===== config.mk =====
export PLATFORM = sky130hd
export DESIGN_NAME = adder_share_sched
export DESIGN_NICKNAME = d
export VERILOG_FILES = /design/src/rtl/adder_sched_pkg.sv /design/src/rtl/adder_share_sched_rr_arbiter.sv /design/src/rtl/adder_share_sched.sv
export SDC_FILE = /design/constraint.sdc
export NUM_CORES = 1
export LEC_CHECK = 0
export BUFFER_PORTS_ARGS = -buffer_cell sky130_fd_sc_hd__buf_4
export CAP_MARGIN = 10
export CORE_ASPECT_RATIO = 0.6
export CORE_UTILIZATION = 51
export CTS_BUF_LIST = sky130_fd_sc_hd__clkbuf_16
export DETAILED_ROUTE_END_ITERATION = 12
export GPL_ROUTABILITY_DRIVEN = 0
export PLACE_DENSITY = 0.8
export SYNTH_ARGS = -nofsm -noshare
export SYNTH_HDL_FRONTEND = slang
export SYNTH_SLANG_ARGS = --single-unit

===== constraint.sdc =====
create_clock -name clk -period 4.05 [get_ports clk]
set_clock_uncertainty 0.05 [all_clocks]
set_input_delay 0.81 -clock clk [delete_from_list [all_inputs] [get_ports clk]]
set_output_delay 0.81 -clock clk [all_outputs]
set_load 0.02 [all_outputs]

===== src/rtl/adder_sched_pkg.sv =====
// rtl/adder_sched_pkg.sv - scheduler state encoding and default sizes shared by the shared-adder block
package adder_sched_pkg;

   localparam int DEF_N_REQ = 4;
   localparam int DEF_WIDTH = 4;

   localparam logic [1:0] IDLE = 2'd0;
   localparam logic [1:0] ADD  = 2'd1;
   localparam logic [1:0] RESP = 2'd2;

   // 2'd3 is never entered on purpose; the FSM falls back to IDLE from it
   typedef enum logic [1:0] {
      S_IDLE = IDLE,
      S_ADD  = ADD,
      S_RESP = RESP,
      S_BAD  = 2'd3
   } state_t;

endpackage


===== src/rtl/adder_share_sched_rr_arbiter.sv =====
// rtl/adder_share_sched_rr_arbiter.sv - combinational round-robin pick starting just above the last grant
module rr_arbiter
   import adder_sched_pkg::*;
#(
   parameter int N_REQ = DEF_N_REQ,
   parameter int IDW   = $clog2(N_REQ)
) (
   input  logic [N_REQ-1:0] req,
   input  logic [IDW-1:0]   last,
   input  logic             en,
   output logic [N_REQ-1:0] grant,
   output logic [IDW-1:0]   grant_idx
);

   logic w_found;

   always_comb begin
      grant     = '0;
      grant_idx = '0;
      w_found   = 1'b0;
      // offsets 1..N_REQ wrap back to `last` itself, so a lone requester can be re-granted
      for (int k = 1; k <= N_REQ; k++) begin
         if (en && !w_found && req[(int'(last) + k) % N_REQ]) begin
            w_found                              = 1'b1;
            grant[(int'(last) + k) % N_REQ]      = 1'b1;
            grant_idx                            = IDW'((int'(last) + k) % N_REQ);
         end
      end
   end

endmodule


===== src/rtl/adder_share_sched.sv =====
// rtl/adder_share_sched.sv - one WIDTH-bit adder time-shared among N_REQ requesters
// Round-robin grant in IDLE, add in ADD, hold the registered response in RESP until accepted.
module adder_share_sched
   import adder_sched_pkg::*;
#(
   parameter int N_REQ = DEF_N_REQ,
   parameter int WIDTH = DEF_WIDTH,
   parameter int IDW   = $clog2(N_REQ)
) (
   input  logic                   clk,
   input  logic                   rst,
   input  logic [N_REQ-1:0]       req_valid,
   input  logic [N_REQ*WIDTH-1:0] req_a,
   input  logic [N_REQ*WIDTH-1:0] req_b,
   output logic [N_REQ-1:0]       req_ready,
   output logic                   rsp_valid,
   input  logic                   rsp_ready,
   output logic [IDW-1:0]         rsp_id,
   output logic [WIDTH-1:0]       rsp_sum,
   output logic                   rsp_carry,
   output logic                   rsp_p,
   output logic                   rsp_q,
   output logic                   busy
);

   state_t           r_state;
   state_t           w_next;
   logic [IDW-1:0]   r_last;
   logic [IDW-1:0]   r_id;
   logic [WIDTH-1:0] r_a;
   logic [WIDTH-1:0] r_b;
   logic [WIDTH-1:0] r_sum;
   logic             r_carry;
   logic             r_p;
   logic             r_q;
   logic             r_rsp_valid;

   logic [N_REQ-1:0] w_grant;
   logic [IDW-1:0]   w_gidx;
   logic [WIDTH-1:0] w_sel_a;
   logic [WIDTH-1:0] w_sel_b;
   logic [WIDTH:0]   w_full;
   logic             w_arb_en;
   logic             w_take;

   rr_arbiter #(
      .N_REQ (N_REQ),
      .IDW   (IDW)
   ) u_arb (
      .req       (req_valid),
      .last      (r_last),
      .en        (w_arb_en),
      .grant     (w_grant),
      .grant_idx (w_gidx)
   );

   assign w_sel_a = req_a[int'(w_gidx) * WIDTH +: WIDTH];
   assign w_sel_b = req_b[int'(w_gidx) * WIDTH +: WIDTH];
   assign w_full  = {1'b0, r_a} + {1'b0, r_b};

   always_comb begin
      w_next   = r_state;
      w_arb_en = 1'b0;
      w_take   = 1'b0;
      case (r_state)
         S_IDLE: begin
            w_arb_en = 1'b1;
            if (|req_valid) begin
               w_take = 1'b1;
               w_next = S_ADD;
            end
         end
         S_ADD:  w_next = S_RESP;
         S_RESP: if (rsp_ready) w_next = S_IDLE;
         default: w_next = S_IDLE;
      endcase
   end

   always_ff @(posedge clk) begin
      if (rst) begin
         r_state     <= S_IDLE;
         r_last      <= IDW'(N_REQ - 1);
         r_id        <= '0;
         r_a         <= '0;
         r_b         <= '0;
         r_sum       <= '0;
         r_carry     <= 1'b0;
         r_p         <= 1'b0;
         r_q         <= 1'b0;
         r_rsp_valid <= 1'b0;
      end else begin
         r_state     <= w_next;
         r_rsp_valid <= (w_next == S_RESP);
         if (w_take) begin
            r_a    <= w_sel_a;
            r_b    <= w_sel_b;
            r_id   <= w_gidx;
            r_last <= w_gidx;
         end
         // flags come from the freshly computed sum so they can never lag a transaction
         if (r_state == S_ADD) begin
            r_sum   <= w_full[WIDTH-1:0];
            r_carry <= w_full[WIDTH];
            r_p     <= w_full[0];
            r_q     <= w_full[1];
         end
      end
   end

   assign req_ready = w_grant;
   assign busy      = (r_state != S_IDLE);
   assign rsp_valid = r_rsp_valid;
   assign rsp_id    = r_id;
   assign rsp_sum   = r_sum;
   assign rsp_carry = r_carry;
   assign rsp_p     = r_p;
   assign rsp_q     = r_q;

endmodule


==> results of run 1 <==
==> area by class of cell <==
type | instances | area [um^2]
Inverter | 8 | 30.0
Fill cell | 233 | 875
Sequential cell | 20 | 400
Timing Repair Buffer | 58 | 443
Clock buffer | 3 | 75.1
Multi-Input combinational cell | 128 | 1150
Tap cell | 42 | 52.6
==> worst max-delay path: cells and delay by family, from the launching register on <==
| kind | cells | cell delay [ns] |
|---|---|---|
| and+or+nand+nor | 2 | 0.37 |
| muxes | 1 | 0.60 |
| buffers and inverters | 2 | 0.36 |
| AOI/OAI and AO/OA | 1 | 0.33 |
| DFF | 1 | 0.58 |
| adders and majority gates | 1 | 0.47 |
==> layout by cell type (no fill, tap or decap), types with 5 or more instances in the layout <==
| master | Yosys | layout |
|---|---|---|
| a311oi_1 | 8 | 8 |
| nand3b_1 | 8 | 8 |
| a21oi_1 | 5 | 5 |
| mux2i_1 | 6 | 6 |
| buf_4 | 3 | 57 |
| nand2_1 | 11 | 11 |
| o31ai_1 | 8 | 8 |
| a21boi_0 | 12 | 12 |
| dfxtp_1 | 20 | 20 |
| nor2_1 | 10 | 10 |
| ha_1 | 12 | 12 |
| inv_1 | 8 | 8 |
| a311oi_2 | 9 | 9 |
==> routing by layer <==
metal / track usage, % / part of all wire [%] / vias to the layer above
met3: 5.44 / 7.9 / 8
met4: 5.38 / 1.2 / 0
met2: 41.1 / 46 / 78
met1: 33.5 / 45 / 710
met5: 0 / 0 / -
li1: - / - / 750
==> stage by stage <==
step           setup slack [ns]  hold slack (ns)
3_5_place_dp              0.440            0.418
3_3_place_gp              0.650            0.398
4_1_cts                   0.265            0.413
6_report                  0.225            0.414
5_1_grt                  0.0458            0.427
2_1_floorplan             0.839            0.413
==> worst paths after layout <==
kind                        to       from  slack (ns)  depth (start not counted)
setup / recovery  req_ready[3]  r_last[1]        0.22                          7
hold / removal       rsp_id[1]  rsp_id[1]        0.41                          2
setup reg to reg        r_a[0]  r_last[1]        0.71                          8
hold reg to reg      rsp_id[1]  rsp_id[1]        0.41                          2
==> Yosys cell counts, types with 4 or more instances <==
cell type and number:
mux2i_1 6, a311oi_1 8, a21oi_1 5, nand2_1 11
nand3b_1 8, nor2_1 10, o31ai_1 8, a222oi_1 4
ha_1 12, inv_1 8, dfxtp_1 20, a311oi_2 9
clkbuf_8 5, a21boi_1 4, a21boi_0 12
==> logic make-up after synthesis <==
family          count (synthesis)
xor+xnor                        2
buf+inv                        23
compound gates                 60
simple gates                   41
mux                            12
fa+ha+maj                      13
flops                          20
==> registers in the layout, summed over array words and instances (netlist names) <==
name	count
rsp_sum	4
r_a	4
rsp_id	2
rsp_valid	1
r_b	4
r_last	2
rsp_carry	1
r_state	2
==> power by group <==
group / internal (W) / total [W] / leakage [nW] / switching [W]
combinational: 0.000301 / 0.000666 / 0.740 / 0.000366
sequential: 0.000246 / 0.000288 / 0.165 / 0.0000422
clock: 0.000130 / 0.000198 / 0.0370 / 0.0000678
total: 0.000676 / 0.00115 / 0.942 / 0.000476
==> flow_summary.json, run 1 <==
{
  "synth_simple_gate_area_share_pct": 13.2,
  "rsz0062_at_grt": "no",
  "slowest_stage": "mux4_2",
  "htreeDepth": 1,
  "critPathMaxFanout": 10,
  "syn_to_final_growth_pct": 25.5,
  "syn_inst": 171,
  "n_antenna_cell": 0,
  "vias": 1546,
  "finalSetupViolCount": 0,
  "yosys-top-cells-area": "dfxtp_1 (23%), ha_1 (8.8%), a311oi_2 (7.9%)",
  "leakage_nw": 0.942,
  "insertion_delay_ns": 0.25,
  "worst_setup_path_start_kind": "flip-flop",
  "vdd_drop_max_mv": 0.308,
  "io_pins": 54,
  "cp.arrival_ns": 2.97,
  "gr-total-overflow": 0,
  "initialDrtViolationCount": 135,
  "crit_chain": "inv_1, ha_1, mux4_2, and3b_1, a222oi_1, nand2_1, buf_4",
  "ctsHoldBuffers": 0,
  "fin_cells": 259,
  "synth_mux_area_share_pct": 11.2,
  "synth_edf_count": 0,
  "max_freq_mhz": 261,
  "maxSlewHeadroom_pct": 58.2,
  "track_usage_pct": 24.6,
  "post_dp_cell_area_um2": 2060,
  "grt_pass1_wl_mm": 6.73,
  "ys_ff_latch": 20,
  "yosysWarningCount": 0,
  "slew_viol_final": 0,
  "criticalPathCategory": "reg2out",
  "ys_seq_area_share_pct": 23.4,
  "synth_fa_ha_area_share_pct": 9.95,
  "final_hold_viol_count": 0,
  "synth_top_family_by_area": "compound AO/OA/AOI/OAI gates",
  "clkTransAtPathRegs_ns": 0.05,
  "num_rows": 15,
  "pwr_density_cell_nw_per_um2": 537,
  "drt-pass1-iter-count": 4,
  "final.min_clock_period_ns": 3.83,
  "drcViolationCount": 0,
  "antenna_found_initial": 0,
  "p_total_w": 0.00115,
  "yosysUniqueCellTypes": 44,
  "synth_compound_area_share_pct": 31.2,
  "fin_area_um2": 2150,
  "cts_root_buf": "clkbuf_16",
  "wire_per_inst_um": 16.8,
  "synth_ff_type": "dfxtp_1",
  "routed_wirelength_mm": 4.36,
  "slowest_delay_ns": 0.60,
  "clk_path_buf_depth": 2,
  "cts_setup_buffers": 0,
  "initial_core_util_pct": 56.6,
  "die_h_um": 46.9,
  "cts_resized": 0,
  "syn_area_per_cell_um2": 10.0,
  "grt_max_degree": 35,
  "dp_hpwl_mm": 3.37,
  "dp_cells": 255,
  "min_path_type": "reg2reg",
  "cts_tree": "yes",
  "syn_area_um2": 1710,
  "status": "finished, final reports clean",
  "tightestPinTransition_ns": 0.626,
  "nets": 271,
  "syn_nets": 223,
  "crit_required_ns": 3.19,
  "ant_nets": 0,
  "dieWidth_um": 76.8,
  "finalCritPeriodShare_pct": 94.5,
  "cts-buffers-inserted": 3,
  "yosysTopAreaCell": "dfxtp_1",
  "port_buffers": 53,
  "synth_xor_area_share_pct": 1.02,
  "tns_ns": 0,
  "fin_util_pct": 71.1,
  "drive_above_1_share_pct": 37.3,
  "end_kind": "output pin",
  "die_area_um2": 3600,
  "avgViaCountPerCell": 5.97,
  "grt_pass1_vias": 1372,
  "netlist.area_leader.share_pct": 23.4,
  "async_reset_ff_share_pct": 0,
  "coreArea_um2": 3020,
  "cap_violations": 0,
  "cts_sinks": 20
}
Note: power is estimated with default switching activity, not from simulation.
==> run 2: changes to the inputs <==
--- a/config.mk
+++ b/config.mk
@@ -9,9 +9,10 @@
 export CAP_MARGIN = 10
 export CORE_ASPECT_RATIO = 0.6
-export CORE_UTILIZATION = 51
+export CORE_MARGIN = 2
+export CORE_UTILIZATION = 55
 export CTS_BUF_LIST = sky130_fd_sc_hd__clkbuf_16
 export DETAILED_ROUTE_END_ITERATION = 12
 export GPL_ROUTABILITY_DRIVEN = 0
-export PLACE_DENSITY = 0.8
+export PLACE_DENSITY = 0.85
 export SYNTH_ARGS = -nofsm -noshare
 export SYNTH_HDL_FRONTEND = slang
==> constraint.sdc (replaced) <==
create_clock -name clk -period 4.65 [get_ports clk]
set_clock_uncertainty 0.05 [all_clocks]
set_input_delay 0.465 -clock clk [delete_from_list [all_inputs] [get_ports clk]]
set_output_delay 0.465 -clock clk [all_outputs]
set_load 0.02 [all_outputs]
==> run 2 against run 1 <==
Against the previous run: critical path depth unchanged; setup slack improved by 0.73 ns; wire length increased by 6.8%; register-to-register slack improved by 0.39 ns; sequential power decreased by 8.3%; count of clock-buffer cells in the layout unchanged; worst hold slack improved by 0.024 ns; largest power group unchanged.
==> flow_summary.json, run 2 (synthesis gave the netlist of run 1 again) <==
{
  "gr-total-overflow": 0,
  "nFillCells": 220,
  "fin_util_pct": 73.8,
  "ctsHoldBuffers": 0,
  "ant_nets": 0,
  "grt_max_degree": 35,
  "grt_pass1_wl_mm": 6.89,
  "pwr_density_cell_nw_per_um2": 497,
  "n_antenna_cell": 0,
  "min_path_type": "reg2reg",
  "worst_setup_path_start_kind": "flip-flop",
  "r2r_end": "r_a[1]",
  "r2r_cells": 9,
  "initial_core_util_pct": 58.8,
  "htreeDepth": 1,
  "p_total_w": 0.00107,
  "nets": 268,
  "dp_cells": 253,
  "rr_startpoint": "r_last[0]",
  "finalSetupViolCount": 0,
  "drive_above_1_share_pct": 36.7,
  "status": "finished, final reports clean",
  "dp_hpwl_mm": 3.41,
  "coreArea_um2": 2910,
  "vdd_drop_max_mv": 0.272,
  "tns_ns": 0,
  "routed_wirelength_mm": 4.66,
  "syn_to_final_growth_pct": 25.5,
  "r2r_slack_ns": 1.10,
  "wire_per_inst_um": 18.1,
  "end_kind": "output pin",
  "drt-pass1-iter-count": 4,
  "initialDrtViolationCount": 102,
  "finalCritPeriodShare_pct": 79.5,
  "final_common_cell": "buf_4",
  "vias": 1584,
  "crit_required_ns": 4.14,
  "clkTransAtPathRegs_ns": 0.06,
  "cts_setup_buffers": 0,
  "cts-buffers-inserted": 3,
  "critPathMaxFanout": 13,
  "critPathCapture": "req_ready[3]",
  "rsz0062_at_grt": "no",
  "io_pins": 54,
  "final.min_clock_period_ns": 3.70,
  "dieWidth_um": 76.0,
  "drcViolationCount": 0,
  "die_h_um": 47.2,
  "leakage_nw": 0.939,
  "track_usage_pct": 25.4,
  "antenna_found_initial": 0,
  "cts_resized": 0,
  "die_area_um2": 3590,
  "fin_cells": 257,
  "maxSlewHeadroom_pct": 25.7,
  "startpoint": "r_last[0]",
  "max_freq_mhz": 271,
  "final_hold_viol_count": 0,
  "cts_root_buf": "clkbuf_16",
  "num_rows": 15,
  "grt_pass1_vias": 1353,
  "slew_viol_final": 0,
  "cts_tree": "yes",
  "cp.arrival_ns": 3.18,
  "holdWs_ns": 0.438,
  "cts_sinks": 20,
  "port_buffers": 53,
  "clk_path_buf_depth": 2,
  "insertion_delay_ns": 0.25,
  "most-common-layout-cells": "buf_4 (55), dfxtp_1 (20), a21boi_0 (12), ha_1 (12), nand2_1 (11)",
  "criticalPathCategory": "reg2out",
  "tightestPinTransition_ns": 1.10,
  "avgViaCountPerCell": 6.16,
  "cap_violations": 0
}
[run 2: how the worst min path moves through the flow]
stage / cells after the start / to / start
floorplan: 2 / r_b[0] / r_b[0]
global placement: 2 / rsp_id[1] / rsp_id[1]
detailed placement: 2 / rsp_id[1] / rsp_id[1]
CTS: 2 / rsp_id[1] / rsp_id[1]
global route: 2 / rsp_id[1] / rsp_id[1]
finish: 2 / rsp_id[1] / rsp_id[1]
[run 2: worst max-delay path: stages (launching register included)]
cell	delay, ns
dfxtp_1	0.71
inv_1	0.25
ha_1	0.50
mux4_2	0.59
and3b_1	0.26
a222oi_1	0.34
nand2_1	0.10
buf_4	0.17
[run 2: per-layer routing]
layer | wire, um | GRT usage (%) | vias to the layer above
met5 | 0 | 0 | -
met4 | 100 | 8.73 | 0
met3 | 393 | 6.35 | 14
met2 | 2210 | 43.6 | 99
met1 | 1960 | 32.6 | 727
li1 | - | - | 744
[run 2: stage by stage]
| step | instance area [um^2] | worst slack (ns) |
|---|---|---|
| after floorplan | 1710 | 1.78 |
| after global placement | 2040 | 1.40 |
| after detailed placement | 2040 | 1.16 |
| after CTS | 2150 | 1.01 |
| after global routing | 2150 | 0.715 |
| final | 2150 | 0.954 |
[run 2: power breakdown]
| part | internal [W] | switching (W) |
|---|---|---|
| registers | 0.000214 | 0.0000502 |
| clock network | 0.000171 | 0.0000671 |
| logic | 0.000252 | 0.000314 |
| total | 0.000637 | 0.000431 |
[run 2: layout make-up]
class                   count  area, um^2  area share [%]
clock inverters             1        30.0            1.40
multi-input cells         128        1150            53.4
inverters                   8        30.0            1.40
flip-flops and latches     20         400            18.6
repair buffers             55         413            19.2
clock buffers               3        75.1            3.50
well taps                  42        52.6            2.45
==> run 3: changes to the inputs <==
CORE_UTILIZATION = 46   (was 55)
PLACE_DENSITY = 0.76   (was 0.85)
clock period = 3.25 ns   (was 4.65 ns; I/O delays follow)
==> run 3 against run 2 <==
Against the previous run: utilization down 14 points; count of clock-buffer cells in the layout unchanged; total power up 33%; setup slack worse by 0.60 ns; via count down 4.5%; die area up 18%; sequential share of layout area down 0.054 points; non-clock buffer count up 4; combinational power up 45%; largest power group unchanged; highest routed layer unchanged.
==> flow_summary.json, run 3 (synthesis gave the netlist of run 1 again) <==
{
  "tns_ns": 0,
  "routed_wirelength_mm": 4.06,
  "crit_required_ns": 2.87,
  "nets": 272,
  "criticalPathCategory": "reg2out",
  "cts-buffers-inserted": 3,
  "clk_path_buf_depth": 2,
  "finalCritPeriodShare_pct": 89.1,
  "final.min_clock_period_ns": 2.90,
  "gr-total-overflow": 0,
  "finalSetupViolCount": 0,
  "grt_pass1_wl_mm": 6.87,
  "grt_pass1_vias": 1393,
  "pre_cts_ws_ns": 0.368,
  "clkTransAtPathRegs_ns": 0.05,
  "fin_area_um2": 2150,
  "rsz0062_at_grt": "no",
  "slowest_delay_ns": 0.59,
  "final_hold_viol_count": 0,
  "initial_core_util_pct": 47.3,
  "drive_above_1_share_pct": 37.6,
  "pwr_density_cell_nw_per_um2": 657,
  "cap_violations": 0,
  "insertion_delay_ns": 0.25,
  "crit_chain": "inv_1, ha_1, mux4_2, and3b_1, a222oi_1, nand2_1, buf_4",
  "p_total_w": 0.00141,
  "num_rows": 17,
  "port_buffers": 53,
  "cts_sinks": 20,
  "min_path_type": "in2reg",
  "end_kind": "output pin",
  "dp_hpwl_mm": 3.13,
  "antenna_found_initial": 0,
  "fin_cells": 265,
  "track_usage_pct": 21.0,
  "cts_tree": "yes",
  "max_freq_mhz": 345,
  "ant_nets": 0,
  "dp_cells": 262,
  "cp.arrival_ns": 2.52,
  "cts_resized": 0,
  "grt_max_degree": 35,
  "cp_num_buf_inv": 2,
  "die_area_um2": 4240,
  "final_common_cell": "buf_4",
  "slew_viol_final": 0,
  "post_dp_cell_area_um2": 2080,
  "ctsHoldBuffers": 0,
  "worst_setup_path_start_kind": "flip-flop",
  "wire_per_inst_um": 15.3,
  "io_pins": 54,
  "initialDrtViolationCount": 82,
  "n_antenna_cell": 0,
  "vias": 1512,
  "avgViaCountPerCell": 5.71,
  "finalWorstSetupSlack_ns": 0.354,
  "drt-pass1-iter-count": 4,
  "die_h_um": 51.2,
  "maxSlewHeadroom_pct": 58.5,
  "critPathMaxFanout": 5,
  "cts_root_buf": "clkbuf_16",
  "cts_setup_buffers": 0,
  "tightestPinTransition_ns": 0.621,
  "leakage_nw": 0.943,
  "slowest_stage": "mux4_2",
  "syn_to_final_growth_pct": 25.9,
  "most-common-layout-cells": "buf_4 (59), dfxtp_1 (20), a21boi_0 (12), ha_1 (12), nand2_1 (11)",
  "cp_top_family": "multiplexers",
  "drcViolationCount": 0,
  "htreeDepth": 1,
  "coreArea_um2": 3620,
  "status": "finished, final reports clean",
  "vdd_drop_max_mv": 0.358,
  "dieWidth_um": 82.7
}
-- run 3: final cells by class --
class,count,area (um^2)
clock buffers,3,75.1
fillers,328,1460
inverters,8,30.0
multi-input cells,128,1150
flip-flops and latches,20,400
well taps,47,58.8
repair buffers,59,443
-- run 3: worst paths after layout --
kind	from	end	slack, ns	depth (start not counted)
min	rst	rsp_id[1]	0.34	2
max	r_last[1]	req_ready[3]	0.35	7
max reg2reg	r_last[1]	r_b[0]	0.37	8
min reg2reg	rsp_id[1]	rsp_id[1]	0.43	2
-- run 3: worst register-to-register path, cell delays in order (launching register included) --
cell      delay (ns)
dfxtp_1         0.32
inv_1           0.10
ha_1            0.43
mux4_2          0.59
nor2b_4         0.14
and3b_1         0.36
mux2_4          0.41
a311oi_2        0.26
o31ai_1         0.11
-- run 3: stage by stage --
step	hold slack [ns]	util, %
6_report	0.339	59.6
3_3_place_gp	0.421	57.5
2_1_floorplan	0.413	-
5_1_grt	0.346	59.6
3_5_place_dp	0.422	57.5
4_1_cts	0.331	59.6
-- run 3: metal layers --
layer / global-route usage (%) / part of all wire, % / wire length [um] / up-vias
met3: 4.77 / 7.3 / 297 / 3
met5: 0 / 0 / 0 / -
met2: 28.1 / 38 / 1540 / 60
li1: - / - / - / 758
met4: 1.64 / 0.32 / 13 / 0
met1: 34.6 / 54 / 2210 / 691
-- run 3: where the power goes --
part	total, W	switching (W)	internal, W
Sequential	0.000349	0.0000429	0.000306
Combinational	0.000820	0.000447	0.000373
Clock	0.000246	0.0000842	0.000162
Total	0.00141	0.000574	0.000841
